==> config.mk <==
export PLATFORM = sky130hd
export DESIGN_NAME = bitmask_set_bit_iterator_flat
export DESIGN_NICKNAME = d
export VERILOG_FILES = /design/src/rtl/bitmask_set_bit_iterator_pkg.sv /design/src/rtl/bitmask_set_bit_iterator_if.sv /design/src/rtl/bitmask_isolate_rightmost_1_bit.sv /design/src/rtl/bitmask_set_bit_iterator.sv /design/src/flat_wrapper.sv
export SDC_FILE = /design/constraint.sdc
export NUM_CORES = 1
export LEC_CHECK = 0
export CORE_UTILIZATION = 44
export CTS_BUF_LIST = sky130_fd_sc_hd__clkbuf_8
export DETAILED_ROUTE_END_ITERATION = 8
export GPL_TIMING_DRIVEN = 0
export PLACE_DENSITY_LB_ADDON = 0.15
export SLEW_MARGIN = 0
export SYNTH_ARGS = -nofsm -noshare
export SYNTH_HDL_FRONTEND = slang
export SYNTH_HIERARCHICAL = 1
export SYNTH_SLANG_ARGS = --single-unit
export TNS_END_PERCENT = 5
==> constraint.sdc <==
create_clock -name clock -period 2.75 [get_ports clock]
set_clock_uncertainty 0.05 [all_clocks]
set_input_delay 0.6875 -clock clock [delete_from_list [all_inputs] [get_ports clock]]
set_output_delay 0.6875 -clock clock [all_outputs]
set_load 0.01 [all_outputs]
==> src/rtl/bitmask_set_bit_iterator_pkg.sv <==
// Shared types and helpers for the set-bit iterator.
// Holds the FSM encoding and the index-width function.
package bitmask_set_bit_iterator_pkg;

    typedef enum logic {
        IDLE    = 1'b0,
        ITERATE = 1'b1
    } state_e;

    // ceil(log2(v)), never below 1 so a 1-bit word still has an index bit
    function automatic int clog2_min1(input int v);
        int r;
        r = 0;
        for (int i = 0; i < 31; i++) begin
            if ((1 << i) < v) r = i + 1;
        end
        return (r < 1) ? 1 : r;
    endfunction

endpackage

==> src/rtl/bitmask_set_bit_iterator_if.sv <==
// Handshake bundle for the set-bit iterator: input word channel
// (in_valid/in_ready/word_in) and one-hot beat channel (out_*).
interface bitmask_set_bit_iterator_if
    import bitmask_set_bit_iterator_pkg::*;
#(
    parameter int WORD_WIDTH = 8
);
    localparam int INDEX_WIDTH = clog2_min1(WORD_WIDTH);

    logic                   in_valid;
    logic                   in_ready;
    logic [WORD_WIDTH-1:0]  word_in;
    logic                   out_valid;
    logic                   out_ready;
    logic [WORD_WIDTH-1:0]  out_onehot;
    logic [INDEX_WIDTH-1:0] out_index;
    logic                   out_last;

    // master: word producer and beat consumer
    modport master (
        output in_valid, word_in, out_ready,
        input  in_ready, out_valid, out_onehot, out_index, out_last
    );

    // slave: the iterator itself
    modport slave (
        input  in_valid, word_in, out_ready,
        output in_ready, out_valid, out_onehot, out_index, out_last
    );
endinterface

==> src/rtl/bitmask_isolate_rightmost_1_bit.sv <==
// Isolates the rightmost set bit of a word (word & -word).
// Ports: word_in (mask), onehot_out (lowest set bit only, 0 if none).
module bitmask_isolate_rightmost_1_bit #(
    parameter int WORD_WIDTH = 8
) (
    input  logic [WORD_WIDTH-1:0] word_in,
    output logic [WORD_WIDTH-1:0] onehot_out
);
    assign onehot_out = word_in & (~word_in + WORD_WIDTH'(1));
endmodule

==> src/rtl/bitmask_set_bit_iterator.sv <==
// Emits each set bit of an accepted word as a one-hot beat, LSB first.
// Ports: clock, reset_n (async, active-low), bus (slave handshake bundle).
module bitmask_set_bit_iterator
    import bitmask_set_bit_iterator_pkg::*;
#(
    parameter int WORD_WIDTH = 8
) (
    input  logic                          clock,
    input  logic                          reset_n,
    bitmask_set_bit_iterator_if.slave     bus
);
    localparam int INDEX_WIDTH = clog2_min1(WORD_WIDTH);

    state_e                 state_q, state_d;
    logic [WORD_WIDTH-1:0]  remaining_q, remaining_d;
    logic [WORD_WIDTH-1:0]  onehot;
    logic [WORD_WIDTH-1:0]  rest;
    logic [INDEX_WIDTH-1:0] index;
    logic                   out_valid;
    logic                   out_last;
    logic                   in_ready;
    logic                   accept;
    logic                   xfer;

    bitmask_isolate_rightmost_1_bit #(
        .WORD_WIDTH(WORD_WIDTH)
    ) u_isolate (
        .word_in    (remaining_q),
        .onehot_out (onehot)
    );

    // remaining with its rightmost 1 cleared
    assign rest = remaining_q & (remaining_q - WORD_WIDTH'(1));

    // one-hot to binary: each index bit ORs the positions that have it set
    always_comb begin
        index = '0;
        for (int b = 0; b < INDEX_WIDTH; b++) begin
            for (int i = 0; i < WORD_WIDTH; i++) begin
                if (((i >> b) & 1) == 1) index[b] = index[b] | onehot[i];
            end
        end
    end

    assign out_valid = (state_q == ITERATE);
    assign out_last  = out_valid & (rest == '0);
    // out_ready feeds in_ready so a new word can land on the last beat
    assign in_ready  = (state_q == IDLE) | (out_valid & bus.out_ready & out_last);
    assign accept    = bus.in_valid & in_ready;
    assign xfer      = out_valid & bus.out_ready;

    assign bus.in_ready   = in_ready;
    assign bus.out_valid  = out_valid;
    assign bus.out_onehot = onehot;
    assign bus.out_index  = index;
    assign bus.out_last   = out_last;

    always_comb begin
        state_d     = state_q;
        remaining_d = remaining_q;
        unique case (state_q)
            IDLE: begin
                if (accept && bus.word_in != '0) begin
                    remaining_d = bus.word_in;
                    state_d     = ITERATE;
                end
            end
            ITERATE: begin
                if (xfer) begin
                    remaining_d = rest;
                    if (out_last) state_d = IDLE;
                end
                // accept only happens here alongside the last transfer
                if (accept && bus.word_in != '0) begin
                    remaining_d = bus.word_in;
                    state_d     = ITERATE;
                end
            end
            default: begin
                state_d     = IDLE;
                remaining_d = '0;
            end
        endcase
    end

    always_ff @(posedge clock or negedge reset_n) begin
        if (!reset_n) begin
            state_q     <= IDLE;
            remaining_q <= '0;
        end else begin
            state_q     <= state_d;
            remaining_q <= remaining_d;
        end
    end

endmodule

==> src/flat_wrapper.sv <==
// flat-port wrapper written by rule: the top's interface ports become plain ports
module bitmask_set_bit_iterator_flat import bitmask_set_bit_iterator_pkg::*;
#(
    parameter int WORD_WIDTH = 8
)
  (clock, reset_n, bus_in_valid, bus_word_in, bus_out_ready, bus_in_ready, bus_out_valid, bus_out_onehot, bus_out_index, bus_out_last);
  bitmask_set_bit_iterator_if #(.WORD_WIDTH(WORD_WIDTH)) bus_i ();
  input  logic clock;
  input  logic reset_n;
  input wire logic [$bits(bus_i.in_valid)-1:0] bus_in_valid;
  input wire logic [$bits(bus_i.word_in)-1:0] bus_word_in;
  input wire logic [$bits(bus_i.out_ready)-1:0] bus_out_ready;
  output wire logic [$bits(bus_i.in_ready)-1:0] bus_in_ready;
  output wire logic [$bits(bus_i.out_valid)-1:0] bus_out_valid;
  output wire logic [$bits(bus_i.out_onehot)-1:0] bus_out_onehot;
  output wire logic [$bits(bus_i.out_index)-1:0] bus_out_index;
  output wire logic [$bits(bus_i.out_last)-1:0] bus_out_last;
  assign bus_i.in_valid = bus_in_valid;
  assign bus_i.word_in = bus_word_in;
  assign bus_i.out_ready = bus_out_ready;
  assign bus_in_ready = bus_i.in_ready;
  assign bus_out_valid = bus_i.out_valid;
  assign bus_out_onehot = bus_i.out_onehot;
  assign bus_out_index = bus_i.out_index;
  assign bus_out_last = bus_i.out_last;
  bitmask_set_bit_iterator #(.WORD_WIDTH(WORD_WIDTH)) u_core (.clock(clock), .reset_n(reset_n), .bus(bus_i));
endmodule
==> results of run 1 <==
-- logic make-up after synthesis --
| family | after synthesis |
|---|---|
| fa+ha+maj | 1 |
| mux | 7 |
| simple gates | 29 |
| compound gates | 13 |
| flops | 9 |
| buf+inv | 4 |
-- per-stage QoR --
| stage | util, % | cells | hold slack (ns) |
|---|---|---|---|
| after floorplan | - | 63 | 0.342 |
| after global placement | 69.0 | 103 | 0.545 |
| after detailed placement | 69.0 | 103 | 0.558 |
| after CTS | 73.6 | 108 | 0.564 |
| after global routing | 77.1 | 113 | 0.589 |
| final | 77.1 | 113 | 0.564 |
-- state kept, by name, summed over array words and instances (netlist names) --
| signal | count |
|---|---|
| u_core/bus.out_valid | 1 |
| u_core/remaining_q | 8 |
-- routing by layer --
metal / vias up / wire length [um]
met5: - / 0
met4: 0 / 46
met3: 6 / 86
met2: 24 / 834
met1: 301 / 614
li1: 319 / -
-- synth_stat cells (2+ instances only) --
library cell,n,area [sq um]
a211oi_1,2,15.0
a21boi_0,2,15.0
dfrtp_1,9,225
inv_1,3,11.3
mux2_2,4,45.0
mux2i_1,2,20.0
nand2_1,5,18.8
nor2_1,3,11.3
nor4_1,3,18.8
o21a_1,3,22.5
or4_1,5,37.5
-- power breakdown --
part	total [W]	internal, W	switching (W)
sequential	0.000328	0.000198	0.000130
combinational	0.000764	0.000454	0.000310
clock	0.000147	0.0000970	0.0000499
-- worst max-delay path by stage --
stage,cells past startpoint,endpoint,slack (ns)
global placement,5,bus_in_ready,0.03
finish,4,bus_out_index[1],0.05
CTS,4,bus_out_index[2],-0.003
detailed placement,5,bus_in_ready,0.02
global route,4,bus_out_index[1],-0.06
floorplan,4,bus_in_ready,0.60
-- critical path, cell delays in order, from the launching register on --
cell and delay [ns]:
dfrtp_2 0.48, nor4_4 0.32, and4b_1 0.29, or4_1 0.12, clkdlybuf4s50_1 0.52
-- final cells by class --
| cell class | instances | share of cell area [%] |
|---|---|---|
| buffer | 1 | 0.730 |
| tap | 15 | 1.82 |
| multi-input combinational | 50 | 41.1 |
| sequential | 9 | 22.6 |
| clock buffer | 3 | 4.01 |
| clock inverter | 1 | 0.365 |
| timing repair buffer | 31 | 28.2 |
| inverter | 3 | 1.09 |
-- timing repair --
item	in CTS	in global routing
endpoints found under the setup margin	5	4
hold endpoints to repair	0	0
resized for setup	13	2
setup buffers	1	5
pin swaps	3	2
==> reports/metrics.csv, run 1 <==
stage;metric;value;unit
placed_design;post-placement setup slack;0.0187;ns
global_routing;first-pass GRT wire length;2370;um
sta;RSZ-0062 raised after global routing;true;
drt;Routed Antenna Nets;0;
worst_hold_path;hold endpoint;u_core/remaining_q[6];
synth;Post-Syn Area per Cell;10.3;sq um
placed_design;gpl congestion;0.730;
synth;top_reg_cell synth;dfrtp_1;
sta;Final Hold Vio Count;0;
sta;maximum clock frequency;371;MHz
pwr;Worst IR Drop VDD;0.761;mV
drt;DR vias;650;
drt;drt initial violations;8;
final_layout;Reg area;233;sq um
synth;post-synthesis mux area share;11.7;%
synth;Synth Instances;63;
clock_network;Sink Count;9;
synth;post-synthesis xor/xnor area fraction;0;%
clock_network;hold buffer count at CTS;0;
drt;DRC;0;
final_layout;Multi-input gate area;423;sq um
setup_path;depth of the most critical reg-to-reg path;6;
worst_hold_path;Hold Startpoint;u_core/remaining_q[6];
setup_path;FF-to-FF setup slack;0.46;ns
final_layout;most frequent cells in the layout;clkdlybuf4s50_1, buf_4, dfrtp_2, nand2_1, or4_1;
flow_run;max_cap viols;0;
setup_path;Worst R2R Start;u_core/remaining_q[4];
die;# IOs;26;
pwr;Pwr Density;1200;nW/um^2
global_routing;vias in the first global route;564;
drt;TritonRoute pass-1 iters;4;
setup_path;CP startpoint;u_core/remaining_q[1];
die;die footprint;1640;sq um
setup_path;Max FO, Critical Path;8;
synth;Post-synth EDFFs;0;
final_layout;Layout Nets;111;
setup_path;WP data arrival;1.96;ns
global_routing;initial antenna violation count;0;
worst_hold_path;class of the tightest hold or removal check;reg -> reg;
clock_network;CTS buffer count;3;
synth;post-synthesis adder-cell area fraction;1.54;%
setup_path;R2R Path End;u_core/remaining_q[7];
die;Std-Cell Rows;13;
sta;Setup TNS Final;0;ns
sta;post-route setup slack;0.0547;ns
sta;period utilization;98.0;%
sta;final setup fails;0;
pwr;overall power;0.00124;W
synth;simple-gate area share of the yosys netlist;32.6;%
sta;post-layout min period;2.70;ns
clock_network;clock root buffer;clkbuf_8;
global_routing;met1 usage;25.0;%
die;die span in y;40.5;um
final_layout;most common cell after layout, fill and taps aside;clkdlybuf4s50_1;
final_layout;Syn-to-layout area delta;57.8;%
global_routing;gr busiest metal;met2;
synth;post-synth net total;75;
clock_network;Worst-Skew Late Latency;0.23;ns
die;Initial Util;48.9;%
final_layout;# fillers;105;
final_layout;layout cells sized above 1;32.7;%
die;Die Width;40.5;um
sta;Relative slew margins;70.8;%
final_layout;# diodes;0;
setup_path;CP Data Required Time;2.01;ns
synth;largest family of logic cells by synthesized area;simple AND/OR/NAND/NOR gates;
synth;ys async rst share;100;%
final_layout;Final Cell Area;1030;sq um
synth;Yosys reg bits;9;
pwr;Leakage;0.440;nW
global_routing;grt met2 use;36.9;%
global_routing;all-layer global routing usage;22.7;%
sta;Max Slew Vio Count;0;
global_routing;met3 usage;5.00;%
worst_hold_path;Hold Path Depth;2;
run_status;status;finished clean;
sta;Tightest Pin Transition;0.434;ns
drt;routed length per placed instance;14.0;um
clock_network;htree depth;1;
die;core area;1330;sq um
synth;register area share after synthesis;34.5;%
placed_design;Port Buffers;25;
global_routing;pin count of the biggest net entering global routing;12;
setup_path;type of destination of the critical path;output port;
clock_network;clock buffer depth;2;
synth;Synth Area in Compound Gates;16.7;%
setup_path;Setup Crit Path Kind;reg -> out;
drt;via density per instance;5.75;
synth;YS warnings;6;
placed_design;dpl cell area;921;sq um
global_routing;total congestion overflow;0;
setup_path;Startpoint Class;flop;
synth;post-synthesis instance area;652;sq um
synth;Yosys cell types;33;
clock_network;Clock Pin Slew Worst Setup and Hold Paths;0.04;ns
drt;final WL;1580;um
clock_network;TritonCTS clock tree;done;
No activity file was read; power rests on OpenSTA's default activity.
==> run 2: changes to the inputs <==
- HOLD_SLACK_MARGIN: not set -> 0.1
==> results of run 2 <==
No change in the layout: final DEF, timing and power equal those of run 1.
==> run 3: changes to the inputs <==
- CELL_PAD_IN_SITES_DETAIL_PLACEMENT: not set -> 0
- CELL_PAD_IN_SITES_GLOBAL_PLACEMENT: not set -> 1
- CORE_UTILIZATION: 44 -> 32
- PLACE_DENSITY: not set -> 0.83
- PLACE_DENSITY_LB_ADDON: 0.15 -> not set
- RECOVER_POWER: not set -> 50
==> reports/metrics.csv, run 3 (synthesized netlist as in run 1, its figures left out) <==
stage;metric;value;unit
run_status;status;finished clean;
final_layout;Biggest register;u_core/remaining_q;
die;Initial Util;35.8;%
sta;Final Hold Vio Count;0;
clock_network;Worst-Skew Late Latency;0.22;ns
sta;period utilization;97.4;%
setup_path;FF-to-FF setup slack;0.54;ns
worst_hold_path;Hold Path Depth;2;
final_layout;# fillers;171;
pwr;Clk network pwr share;11.1;%
setup_path;Slowest Stage Delay on Critical Path;0.57;ns
die;core area;1820;sq um
final_layout;most common cell after layout, fill and taps aside;clkdlybuf4s50_1;
setup_path;R2R Path End;u_core/remaining_q[5];
drt;metal2 WL;792;um
sta;post-layout min period;2.68;ns
pwr;sw power;0.000497;W
final_layout;final core occ;60.3;%
drt;final WL;1600;um
global_routing;first-pass GRT wire length;2450;um
sta;Relative slew margins;63.6;%
sta;RSZ-0062 raised after global routing;true;
die;die span in y;47.1;um
clock_network;htree depth;1;
drt;TritonRoute pass-1 iters;3;
global_routing;initial antenna violation count;0;
placed_design;gpl congestion;0.740;
clock_network;Clock Pin Slew Worst Setup and Hold Paths;0.04;ns
placed_design;DP Wirelength;1160;um
setup_path;sequence of cells on the critical path;or4_4 > nor4_4 > o31ai_2 > nand2_1 > dlygate4sd2_1;
die;die footprint;2220;sq um
worst_hold_path;hold endpoint;u_core/remaining_q[6];
clock_network;CTS buffer count;3;
drt;DR vias;657;
sta;maximum clock frequency;373;MHz
pwr;Worst IR Drop VDD;0.543;mV
final_layout;# diodes;0;
die;Std-Cell Rows;15;
clock_network;Sink Count;9;
flow_run;max_cap viols;0;
drt;DR top layer;met4;
clock_network;clock root buffer;clkbuf_8;
final_layout;layout cells sized above 1;33.3;%
global_routing;pin count of the biggest net entering global routing;12;
placed_design;DP Cell Count;113;
setup_path;CP Data Required Time;2.01;ns
sta;Max Slew Vio Count;0;
drt;met3 WL post-DR;46;um
pwr;Logic pwr share;65.7;%
setup_path;Max FO, Critical Path;9;
setup_path;depth of the most critical reg-to-reg path;5;
worst_hold_path;Hold Startpoint;u_core/remaining_q[6];
sta;post-route setup slack;0.0716;ns
global_routing;total congestion overflow;0;
global_routing;all-layer global routing usage;15.5;%
setup_path;WP data arrival;1.94;ns
final_layout;most frequent cells in the layout;clkdlybuf4s50_1, buf_4, nand2_1, or4_1, dfrtp_1;
setup_path;Setup Crit Path Kind;reg -> out;
drt;DRC;0;
drt;drt initial violations;7;
final_layout;Layout Nets;118;
setup_path;Worst R2R Start;u_core/remaining_q[4];
placed_design;Port Buffers;25;
die;Die Width;47.1;um
final_layout;number of flip-flops under the largest register name;8;
pwr;Reg power frac;23.1;%
clock_network;TritonCTS clock tree;done;
placed_design;post-placement setup slack;0.0176;ns
global_routing;vias in the first global route;573;
final_layout;Reg area;230;sq um
worst_hold_path;class of the tightest hold or removal check;reg -> reg;
die;# IOs;26;
pwr;Pwr Density;1180;nW/um^2
final_layout;Syn-to-layout area delta;68.5;%
pwr;Leakage;0.502;nW
final_layout;Multi-input gate area;423;sq um
sta;final setup fails;0;
pwr;Sw Share;38.4;%
setup_path;slowest cell on the critical path;or4_4;
drt;met1 WL;746;um
drt;via density per instance;5.05;
final_layout;post-route insts no fill;130;
sta;worst hold slack;0.562;ns
setup_path;Startpoint Class;flop;
setup_path;type of destination of the critical path;output port;
drt;routed length per placed instance;12.3;um
drt;Routed Antenna Nets;0;
clock_network;hold buffer count at CTS;0;
sta;Tightest Pin Transition;0.541;ns
pwr;Int Power;0.000796;W
clock_network;clock buffer depth;2;
## run 3: stage by stage
| stage | TNS (ns) | instance area (sq um) | power, W |
|---|---|---|---|
| 2_1_floorplan | 0 | 652 | 0.000726 |
| 3_3_place_gp | 0 | 933 | 0.00104 |
| 3_5_place_dp | 0 | 933 | 0.00106 |
| 4_1_cts | -0.125 | 996 | 0.00122 |
| 5_1_grt | -0.0266 | 1100 | 0.00140 |
| 6_report | 0 | 1100 | 0.00129 |
## run 3: layer usage
metal	vias to the layer above	GRT usage, %
met5	-	0
met4	0	8.57
met3	2	0
met2	18	26.1
met1	309	20.2
li1	328	-
## run 3: critical path: cells and delay by family, from the launching register on
kind,cells,cell delay [ns]
AOI/OAI and AO/OA,1,0.13
buffers and inverters,1,0.27
DFF,1,0.45
and+or+nand+nor,3,0.86
## run 3: worst max-delay path by stage
| stage | startpoint | to | slack [ns] | cells after the start |
|---|---|---|---|---|
| final | u_core/remaining_q[4] | bus_in_ready | 0.07 | 5 |
| after global routing | u_core/remaining_q[4] | bus_in_ready | -0.03 | 5 |
| after CTS | u_core/remaining_q[0] | bus_out_index[0] | -0.06 | 4 |
| after detailed placement | u_core/remaining_q[4] | bus_in_ready | 0.02 | 5 |
| after global placement | u_core/remaining_q[4] | bus_in_ready | 0.04 | 5 |
| after floorplan | u_core/remaining_q[5] | bus_in_ready | 0.60 | 4 |
## run 3: what timing repair did
action                                  in CTS  in global routing
pin swaps                                    0                  2
buffers inserted                             1                 12
gates resized for setup                      8                  4
endpoints found under the setup margin       5                  5
## run 3: layout make-up
cell class | instances | share of cell area [%]
buffer | 1 | 0.683
sequential | 9 | 21.0
tap | 25 | 2.85
multi-input combinational | 50 | 38.5
timing repair buffer | 38 | 31.9
clock inverter | 1 | 0.342
clock buffer | 3 | 3.76
inverter | 3 | 1.03
## run 3: power by group through the flow
stage	Clock, W	Sequential [W]	Combinational, W
CTS	0.000151	0.000319	0.000746
floorplan	0	0.000293	0.000433
detailed placement	0	0.000320	0.000741
finish	0.000144	0.000299	0.000850
global route	0.000157	0.000313	0.000934
global placement	0	0.000313	0.000730
